==> src/rtl/core_pkg.sv <==
// Shared types and helpers for the load/store unit.
// Contents:
//   load_store_func_code : memory operation encoding (loads and stores)
//   lsu_state_t          : LSU control FSM states
//   NB_*/OFF_W_*         : byte-lane count and byte-offset width per data width
//   lsu_nb / lsu_off_w   : width helpers used to size lanes from DATA_W
//   lsu_is_store / lsu_is_aligned : operation classification helpers
package core_pkg;

  typedef enum logic [2:0] {
    LB  = 3'd0,
    LH  = 3'd1,
    LW  = 3'd2,
    LBU = 3'd3,
    LHU = 3'd4,
    SB  = 3'd5,
    SH  = 3'd6,
    SW  = 3'd7
  } load_store_func_code;

  typedef enum logic [1:0] {
    IDLE      = 2'd0,
    REQ       = 2'd1,
    WAIT_RESP = 2'd2
  } lsu_state_t;

  localparam int unsigned NB_32    = 4;
  localparam int unsigned NB_64    = 8;
  localparam int unsigned OFF_W_32 = 2;
  localparam int unsigned OFF_W_64 = 3;

  function automatic int unsigned lsu_nb(input int unsigned w);
    return (w == 64) ? NB_64 : NB_32;
  endfunction

  function automatic int unsigned lsu_off_w(input int unsigned w);
    return (w == 64) ? OFF_W_64 : OFF_W_32;
  endfunction

  function automatic logic lsu_is_store(input load_store_func_code op);
    return (op == SB) || (op == SH) || (op == SW);
  endfunction

  // Word alignment only looks at addr[1:0] even for 64-bit data: a word may
  // sit in either half of a doubleword.
  function automatic logic lsu_is_aligned(input load_store_func_code op,
                                          input logic [1:0] a);
    case (op)
      LH, LHU, SH: return ~a[0];
      LW, SW:      return (a == 2'b00);
      default:     return 1'b1;
    endcase
  endfunction

endpackage

==> src/rtl/lsu_pipe_lane_align.sv <==
// lsu_lane_align: combinational byte-lane steering for the LSU.
// Ports:
//   i_op    : operation code
//   i_off   : byte offset of the access within the data word
//   i_sdata : right-aligned store data
//   i_rdata : raw memory read data
//   o_be    : byte enables for the access
//   o_wdata : store data shifted onto its byte lanes
//   o_ldata : read data shifted down and sign/zero extended
module lsu_lane_align
  import core_pkg::*;
#(
  parameter int DATA_W = 32
) (
  input  load_store_func_code             i_op,
  input  logic [lsu_off_w(DATA_W)-1:0]    i_off,
  input  logic [DATA_W-1:0]               i_sdata,
  input  logic [DATA_W-1:0]               i_rdata,
  output logic [lsu_nb(DATA_W)-1:0]       o_be,
  output logic [DATA_W-1:0]               o_wdata,
  output logic [DATA_W-1:0]               o_ldata
);

  localparam int NB    = lsu_nb(DATA_W);
  localparam int OFF_W = lsu_off_w(DATA_W);

  logic [OFF_W+2:0]   w_shamt;
  logic [NB-1:0]      w_mask;
  logic [DATA_W-1:0]  w_rsh;
  logic signed [7:0]  w_byte;
  logic signed [15:0] w_half;
  logic signed [31:0] w_word;

  assign w_shamt = {i_off, 3'b000};
  assign w_rsh   = i_rdata >> w_shamt;
  assign w_byte  = w_rsh[7:0];
  assign w_half  = w_rsh[15:0];
  assign w_word  = w_rsh[31:0];

  always_comb begin
    w_mask = '0;
    case (i_op)
      LB, LBU, SB: w_mask[0]   = 1'b1;
      LH, LHU, SH: w_mask[1:0] = 2'b11;
      default:     w_mask[3:0] = 4'hF;
    endcase
  end

  // Offsets are already known aligned, so one shift covers all access sizes.
  assign o_be    = w_mask << i_off;
  assign o_wdata = i_sdata << w_shamt;

  always_comb begin
    o_ldata = '0;
    case (i_op)
      LB:      o_ldata = DATA_W'(w_byte);
      LBU:     o_ldata = DATA_W'(w_rsh[7:0]);
      LH:      o_ldata = DATA_W'(w_half);
      LHU:     o_ldata = DATA_W'(w_rsh[15:0]);
      default: o_ldata = DATA_W'(w_word);
    endcase
  end

endmodule

==> src/rtl/lsu_pipe.sv <==
// lsu_pipe: single-outstanding load/store unit with request/grant memory
// handshake, alignment check and response timeout.
// Ports:
//   clock, reset (sync, active-high)
//   lsu_en_ip, lsu_operator_ip, alu_valid_ip, mem_addr_ip, store_data_ip : operation issue
//   data_req_op, data_gnt_ip, data_addr_op, data_we_op, data_be_op,
//   data_wdata_op, data_rvalid_ip, data_rdata_ip                          : memory port
//   load_mem_data_op : extended load result, held until the next load completes
//   lsu_busy_op      : FSM not in IDLE
//   lsu_done_op, misaligned_op, timeout_op : one-cycle status pulses
module lsu_pipe
  import core_pkg::*;
#(
  parameter int DATA_W      = 32,
  parameter int TIMEOUT_CYC = 16
) (
  input  logic                          clock,
  input  logic                          reset,
  input  logic                          lsu_en_ip,
  input  load_store_func_code           lsu_operator_ip,
  input  logic                          alu_valid_ip,
  input  logic [DATA_W-1:0]             mem_addr_ip,
  input  logic [DATA_W-1:0]             store_data_ip,
  output logic                          data_req_op,
  input  logic                          data_gnt_ip,
  output logic [DATA_W-1:0]             data_addr_op,
  output logic                          data_we_op,
  output logic [lsu_nb(DATA_W)-1:0]     data_be_op,
  output logic [DATA_W-1:0]             data_wdata_op,
  input  logic                          data_rvalid_ip,
  input  logic [DATA_W-1:0]             data_rdata_ip,
  output logic [DATA_W-1:0]             load_mem_data_op,
  output logic                          lsu_busy_op,
  output logic                          lsu_done_op,
  output logic                          misaligned_op,
  output logic                          timeout_op
);

  localparam int         NB       = lsu_nb(DATA_W);
  localparam int         OFF_W    = lsu_off_w(DATA_W);
  localparam logic [7:0] CNT_LAST = 8'(TIMEOUT_CYC - 1);

  lsu_state_t          r_state;
  load_store_func_code r_op;
  logic [DATA_W-1:0]   r_addr;
  logic [DATA_W-1:0]   r_sdata;
  logic [DATA_W-1:0]   r_ldata;
  logic [7:0]          r_cnt;
  logic                r_done;
  logic                r_misaligned;
  logic                r_timeout;

  logic                w_accept;
  logic                w_aligned;
  logic                w_in_req;
  logic                w_expire;
  logic [NB-1:0]       w_be;
  logic [DATA_W-1:0]   w_wdata;
  logic [DATA_W-1:0]   w_ldata;

  assign w_accept  = (r_state == IDLE) && lsu_en_ip && alu_valid_ip;
  assign w_aligned = lsu_is_aligned(lsu_operator_ip, mem_addr_ip[1:0]);
  assign w_in_req  = (r_state == REQ);
  // Counter value on the last permitted cycle; a handshake in this same
  // cycle still wins over the abort.
  assign w_expire  = (r_cnt == CNT_LAST);

  lsu_lane_align #(
    .DATA_W (DATA_W)
  ) u_align (
    .i_op    (r_op),
    .i_off   (r_addr[OFF_W-1:0]),
    .i_sdata (r_sdata),
    .i_rdata (data_rdata_ip),
    .o_be    (w_be),
    .o_wdata (w_wdata),
    .o_ldata (w_ldata)
  );

  // Operation capture: data only, control comes from r_state.
  always_ff @(posedge clock) begin
    if (w_accept && w_aligned) begin
      r_op    <= lsu_operator_ip;
      r_addr  <= mem_addr_ip;
      r_sdata <= store_data_ip;
    end
  end

  // Control FSM, timeout counter, status pulses and load result.
  always_ff @(posedge clock) begin
    if (reset) begin
      r_state      <= IDLE;
      r_cnt        <= '0;
      r_done       <= 1'b0;
      r_misaligned <= 1'b0;
      r_timeout    <= 1'b0;
      r_ldata      <= '0;
    end else begin
      r_done       <= 1'b0;
      r_misaligned <= 1'b0;
      r_timeout    <= 1'b0;
      case (r_state)
        IDLE: begin
          if (w_accept) begin
            if (w_aligned) begin
              r_state <= REQ;
              r_cnt   <= '0;
            end else begin
              r_misaligned <= 1'b1;
            end
          end
        end
        REQ: begin
          if (data_gnt_ip) begin
            r_cnt <= r_cnt + 8'd1;
            if (lsu_is_store(r_op)) begin
              r_state <= IDLE;
              r_done  <= 1'b1;
            end else begin
              r_state <= WAIT_RESP;
            end
          end else if (w_expire) begin
            r_state   <= IDLE;
            r_timeout <= 1'b1;
          end else begin
            r_cnt <= r_cnt + 8'd1;
          end
        end
        WAIT_RESP: begin
          if (data_rvalid_ip) begin
            r_state <= IDLE;
            r_done  <= 1'b1;
            r_ldata <= w_ldata;
          end else if (w_expire) begin
            r_state   <= IDLE;
            r_timeout <= 1'b1;
          end else begin
            r_cnt <= r_cnt + 8'd1;
          end
        end
        default: r_state <= IDLE;
      endcase
    end
  end

  // Memory request outputs are gated so the bus reads zero outside REQ.
  assign data_req_op      = w_in_req;
  assign data_addr_op     = w_in_req ? {r_addr[DATA_W-1:OFF_W], {OFF_W{1'b0}}} : '0;
  assign data_we_op       = w_in_req && lsu_is_store(r_op);
  assign data_be_op       = w_in_req ? w_be : '0;
  assign data_wdata_op    = w_in_req ? w_wdata : '0;
  assign load_mem_data_op = r_ldata;
  assign lsu_busy_op      = (r_state != IDLE);
  assign lsu_done_op      = r_done;
  assign misaligned_op    = r_misaligned;
  assign timeout_op       = r_timeout;

endmodule

==> config.mk <==
export PLATFORM = sky130hd
export DESIGN_NAME = lsu_pipe
export DESIGN_NICKNAME = d
export VERILOG_FILES = /design/src/rtl/core_pkg.sv /design/src/rtl/lsu_pipe_lane_align.sv /design/src/rtl/lsu_pipe.sv
export SDC_FILE = /design/constraint.sdc
export NUM_CORES = 1
export LEC_CHECK = 0
export BUFFER_PORTS_ARGS = -buffer_cell sky130_fd_sc_hd__buf_2
export CAP_MARGIN = 40
export CORE_MARGIN = 4
export CORE_UTILIZATION = 50
export CTS_BUF_LIST = sky130_fd_sc_hd__clkbuf_2 sky130_fd_sc_hd__clkbuf_4 sky130_fd_sc_hd__clkbuf_8
export DETAILED_ROUTE_END_ITERATION = 6
export PLACE_DENSITY = 0.82
export SYNTH_ARGS = -nofsm -noshare
export SYNTH_HDL_FRONTEND = slang
export SYNTH_SLANG_ARGS = --single-unit
==> constraint.sdc <==
create_clock -name clock -period 16.5 [get_ports clock]
set_input_delay 4.95 -clock clock [delete_from_list [all_inputs] [get_ports clock]]
set_output_delay 4.95 -clock clock [all_outputs]
set_load 0.01 [all_outputs]
Yosys cells after proc, flatten, opt, wreduce, memory -nomap -nowiden
Cells that the tools add are included.

Add/subtract/negate cells: 1. Multipliers: 0. Divide/modulo/power cells: 0. Magnitude comparators: 0. Equal/unequal tests: 17. Shifts and indexed selects: 3. Mux-type cells: 29. Bitwise logic cells: 3. Reductions and logical operators: 19.

Operators by type and width (count): $pmux 32 s4 (1); $mux 32 (2); $mux 8 (5); $shl 32x5->32 (1); $shr 32x5->32 (1); $pmux 8 s3 (1); $eq 3x3->1 const B (7); $mux 2 (7); $reduce_or 3->1 (3); $add 8x1->8 const B (1); $eq 8x4->1 const B (1); $mux 1 (8); $eq 3x1->1 const B (2); $eq 3x2->1 const B (2); $ne 2x2->1 const B (3); $pmux 1 s2 (3); $pmux 2 s3 (1); $reduce_or 6->1 (1); $logic_and 1x1->1 (4); $logic_not 2->1 (2); $mux 4 (1); $reduce_and 2->1 (2); $reduce_and 4->1 (1); $shl 4x2->4 (1); 8 further kinds (11).

Register bits: 112. Bits in latches: 0. Memory bits (writable): 0. ROM bits: 0. Output and inout bits: 106. Word-level logic and storage cells: 81. Memories: 0.

Longest topological paths before layout
Depth in word-level cells: 6. Mapped depth: 8. Gate-level depth less buffers: 7.

Cells and area by module
From an unflattened synthesis, not the netlist that was laid out.

Cells, all modules: 606. Area total of the unflattened synthesis: 5885.6 sq um.

Modules (own cells, without submodules): lsu_pipe (instances 1, cells an instance 399, area each 4484.3 sq um, sequential area each 2912.8 sq um); lsu_lane_align (instances 1, cells an instance 207, area each 1401.3 sq um, sequential area each 0.0 sq um).

Least setup slack after synthesis
Ideal clock, no wire load.

Path kind: input-to-reg. Start: in lsu_operator_ip[1]. End: reg r_state[0]. Arrival time: 8957 ps. Required time: 16422 ps. Setup slack: 7466 ps. Stages on the path: 4. Cells stage by stage: xnor2_1 a21oi_1 a21oi_1 a22o_1.

Cells in the longest elaborated chain, start to end: 5.

Ends and longest elaborated chain: start, declared (RTL line lsu_pipe.sv:20) `input load_store_func_code lsu_operator_ip,`; $eq 3x1->1 (tied with other cells) (RTL line core_pkg.sv:48) `case (op)`; $reduce_or 3->1 / $reduce_or 2->1 (equally long branches) (RTL line core_pkg.sv:48); $pmux 1 s2 (*) (RTL line core_pkg.sv:48); $ne 2x2->1 (no line) (*); $reduce_and 2->1 (no line) (*); end signal, assigned (RTL line lsu_pipe.sv:92) `r_state <= IDLE;`; end signal, assigned (RTL line lsu_pipe.sv:106) `r_state <= REQ;`; end signal, assigned (RTL line lsu_pipe.sv:117) `r_state <= IDLE;`; end, declared (RTL line lsu_pipe.sv:43) `lsu_state_t r_state;`.

Every way passes the cells marked *; elsewhere a longest branch is shown, timed or not. A chain may end at the register's enable or synchronous reset.

Final worst setup path
Start: reg r_state[1]. End: out data_wdata_op[0].

Cells in the longest elaborated chain, start to end: 2.

Ends and longest elaborated chain: $eq 2x1->1 (RTL line lsu_pipe.sv:63) `assign w_in_req = (r_state == REQ);`; $mux 32 (RTL line lsu_pipe.sv:151) `assign data_wdata_op = w_in_req ? w_wdata : '0;`; end, declared (RTL line lsu_pipe.sv:29) `output logic [DATA_W-1:0] data_wdata_op,`.

Every way passes these cells.

==> impl_metrics.json <==
{
  "outcome": "finished, final reports clean",
  "reg2reg_depth": 8,
  "cts.sinks": 112,
  "synth_largest_area_cell": "edfxtp_1",
  "routedWlPerCell_um": 17.3,
  "setup_tns_ps": 0,
  "rsz0062_at_grt": "no",
  "ys_ff_latch": 112,
  "rr_startpoint": "r_state[0]$_SDFFE_PP0P_",
  "grt_pass1_wl_mm": 23.7,
  "ys.warnings.count": 0,
  "dr.pass1.iters": 6,
  "synth_top_family_by_area": "simple AND/OR/NAND/NOR gates",
  "synth_top_cells_by_area": "edfxtp_1, dfxtp_1, and2_1",
  "drc": 0,
  "fmax_mhz": 131,
  "cts-htree-levels": 3,
  "cp-end-kind": "primary output",
  "cts.clk_slew.worst_paths_ps": 100,
  "drt-initial-drc-count": 385,
  "place.gp.congestion": 0.870,
  "clock_power_share_pct": 28.1,
  "crit_arrival_ps": 2680,
  "grt_max_degree": 69,
  "critPathSlowestCell": "nor2_1",
  "grt_pass1_vias": 4778,
  "finClkSkew_ps": 8.84,
  "synth.most_common_cell": "edfxtp_1",
  "drv_slew": 0,
  "slew-limit-headroom_pct": 43.1,
  "cts_setup_buffers": 0,
  "synthSimpleGateAreaFrac_pct": 16.6,
  "grt.total_usage_pct": 23.2,
  "yosysUniqueCellTypes": 48,
  "cp_max_fo": 57,
  "power.total_w": 0.000531,
  "tightest_slew_ps": 853,
  "insertion_delay_ps": 370,
  "hpwl_mm": 11.1,
  "ant_nets": 0,
  "r2r_end": "r_cnt[7]$_SDFFE_PP0P_",
  "crit_chain": "inv_1, ha_1, buf_4, nand2_1, nor2_1, and2_1, buf_2",
  "crit_type": "reg2out",
  "cts_resized": 0,
  "finish.utilization_pct": 64.6,
  "fin_crit_sh_pct": 46.2,
  "place_ws_ps": 9270,
  "clockRootBuffer": "clkbuf_8",
  "die_w_um": 112,
  "core-area_sq_um": 10500,
  "synth_xor_area_share_pct": 0.482,
  "syn_inst": 534,
  "synth.top_cell.area_share_pct": 36.9,
  "maxCapViolations": 0,
  "final_nets": 836,
  "io_pins": 211,
  "ys_top_cells_by_count": "edfxtp_1, nand2_1, and2_1, o21ai_0, a21oi_1",
  "drt-total-wl_mm": 15.0,
  "grt-ovfl-total": 0,
  "synth_ff_type": "edfxtp_1",
  "finalHoldViolations": 0,
  "p_sw_share_pct": 25.9,
  "cts_tree": "built",
  "ys_seq_area_share_pct": 53.5,
  "worstPathRequired_ps": 11550,
  "antenna_cells": 0,
  "drive_above_1_share_pct": 34.7,
  "avgSynthCellArea_sq_um": 10.2,
  "setup_viol": 0,
  "ctsHoldBuffers": 0,
  "dieHeight_um": 112,
  "fin_area_sq_um": 6760,
  "cts_buffer_depth": 2,
  "period_minus_slack_ps": 7630,
  "portBuffers": 208,
  "crit_path_end": "data_wdata_op[0]",
  "synth-edff-count": 67,
  "initial_utilization_pct": 52.1,
  "synthMuxAreaShare_pct": 9.14,
  "timing.reg2reg.setup_slack_ps": 13750,
  "p_sw_w": 0.000137,
  "async_flop_share_pct": 0,
  "hold_class": "reg2reg",
  "synth_area_sq_um": 5450,
  "p_seq_share_pct": 58.3,
  "ir_drop_v": 0.0000510,
  "critical_path.startpoint": "r_state[1]$_SDFFE_PP0P_",
  "p_int_w": 0.000394,
  "cts_made_buffers": 9,
  "synth_compound_area_share_pct": 15.4,
  "num_vias": 4806,
  "fin_ws_ps": 8870,
  "die-area_sq_um": 12600,
  "dpl_cell_area_sq_um": 6590,
  "viasPerCell": 5.54,
  "synth_adder_area_share_pct": 1.15,
  "num_rows": 37,
  "startpoint_type": "flop",
  "syn_to_final_growth_pct": 24.2,
  "power_density_nw_per_um2": 78.5,
  "antenna_found_initial": 0,
  "cp_slowest_stage_delay_ps": 590,
  "p_leak_nw": 3.09,
  "power_frac_comb_pct": 13.6
}
==> power by group through the flow <==
stage / sequential (W) / clock [W] / combinational [W]
after CTS: 0.000310 / 0.000154 / 0.0000723
final: 0.000310 / 0.000149 / 0.0000721
after global placement: 0.000316 / 0 / 0.0000686
after floorplan: 0.000316 / 0 / 0.0000409
after detailed placement: 0.000316 / 0 / 0.0000718
after global routing: 0.000311 / 0.000166 / 0.0000795
==> area by class of cell <==
type | count | area, sq um
Timing Repair Buffer | 217 | 1120
Sequential cell | 112 | 2910
Inverter | 9 | 33.8
Clock inverter | 6 | 46.3
Multi-Input combinational cell | 377 | 2350
Clock buffer | 10 | 131
Fill cell | 853 | 3700
Tap cell | 136 | 170
==> stage by stage <==
stage	std cells	hold slack [ps]
after floorplan	535	476
after global placement	847	448
after detailed placement	851	451
after CTS	867	466
after global routing	867	486
final	867	466
==> logic make-up after synthesis <==
group / count (synthesis)
other: 1
AND/OR/NAND/NOR: 182
AO/OA/AOI/OAI: 139
multiplexers: 46
flip-flops: 112
XOR/XNOR: 3
adder cells (fa/ha/maj): 5
buffers and inverters: 46
==> per-layer routing <==
layer	part of all wire, %	vias up	wire (um)	track usage, %
met2	48	263	7150	37.9
met3	11	24	1610	7.87
li1	-	2284	-	-
met5	0	-	0	0
met4	1.8	0	267	6.73
met1	40	2235	5930	29.3
==> cell usage in the layout (no fill, tap or decap), drive strengths merged, types with 3 or more instances in the layout <==
master | synthesis | final
dfxtp | 45 | 45
edfxtp | 67 | 67
inv | 9 | 10
and3 | 3 | 3
nand3 | 5 | 5
nand2 | 60 | 60
a211oi | 12 | 12
o21ai | 51 | 51
clkinvlp | 0 | 3
ha | 5 | 5
o211ai | 3 | 3
clkbuf | 24 | 10
mux2i | 28 | 28
nor3 | 3 | 3
mux2 | 17 | 17
a32o | 4 | 4
nor2b | 11 | 11
a21oi | 48 | 48
o211a | 8 | 8
buf | 13 | 217
nand2b | 3 | 3
nor3b | 3 | 3
and2 | 51 | 51
o22ai | 3 | 3
nor2 | 35 | 35
==> critical path, delay by kind of cell, from the launching register on <==
kind | cells | cell delay [ps]
and+or+nand+nor | 3 | 1160
buffers and inverters | 3 | 620
DFF | 1 | 340
adders and majority gates | 1 | 150
==> state kept, by name, indices dropped and copies added (netlist names) <==
| name | count |
|---|---|
| load_mem_data_op | 32 |
| timeout_op | 1 |
| r_state | 2 |
| r_cnt | 8 |
| r_op | 3 |
| misaligned_op | 1 |
| lsu_done_op | 1 |
| r_sdata | 32 |
| r_addr | 32 |
==> worst min-delay path by stage <==
stage | from | end | slack (ps) | cells past startpoint
2_1_floorplan | r_cnt[1]$_SDFFE_PP0P_ | r_cnt[1]$_SDFFE_PP0P_ | 480 | 2
3_3_place_gp | load_mem_data_op[7]$_SDFFE_PP0P_ | load_mem_data_op[7]$_SDFFE_PP0P_ | 450 | 2
3_5_place_dp | load_mem_data_op[5]$_SDFFE_PP0P_ | load_mem_data_op[5]$_SDFFE_PP0P_ | 450 | 2
4_1_cts | load_mem_data_op[5]$_SDFFE_PP0P_ | load_mem_data_op[5]$_SDFFE_PP0P_ | 470 | 2
5_1_grt | load_mem_data_op[5]$_SDFFE_PP0P_ | load_mem_data_op[5]$_SDFFE_PP0P_ | 490 | 2
6_report | load_mem_data_op[5]$_SDFFE_PP0P_ | load_mem_data_op[5]$_SDFFE_PP0P_ | 470 | 2
Power figures use the tool's default switching activity.
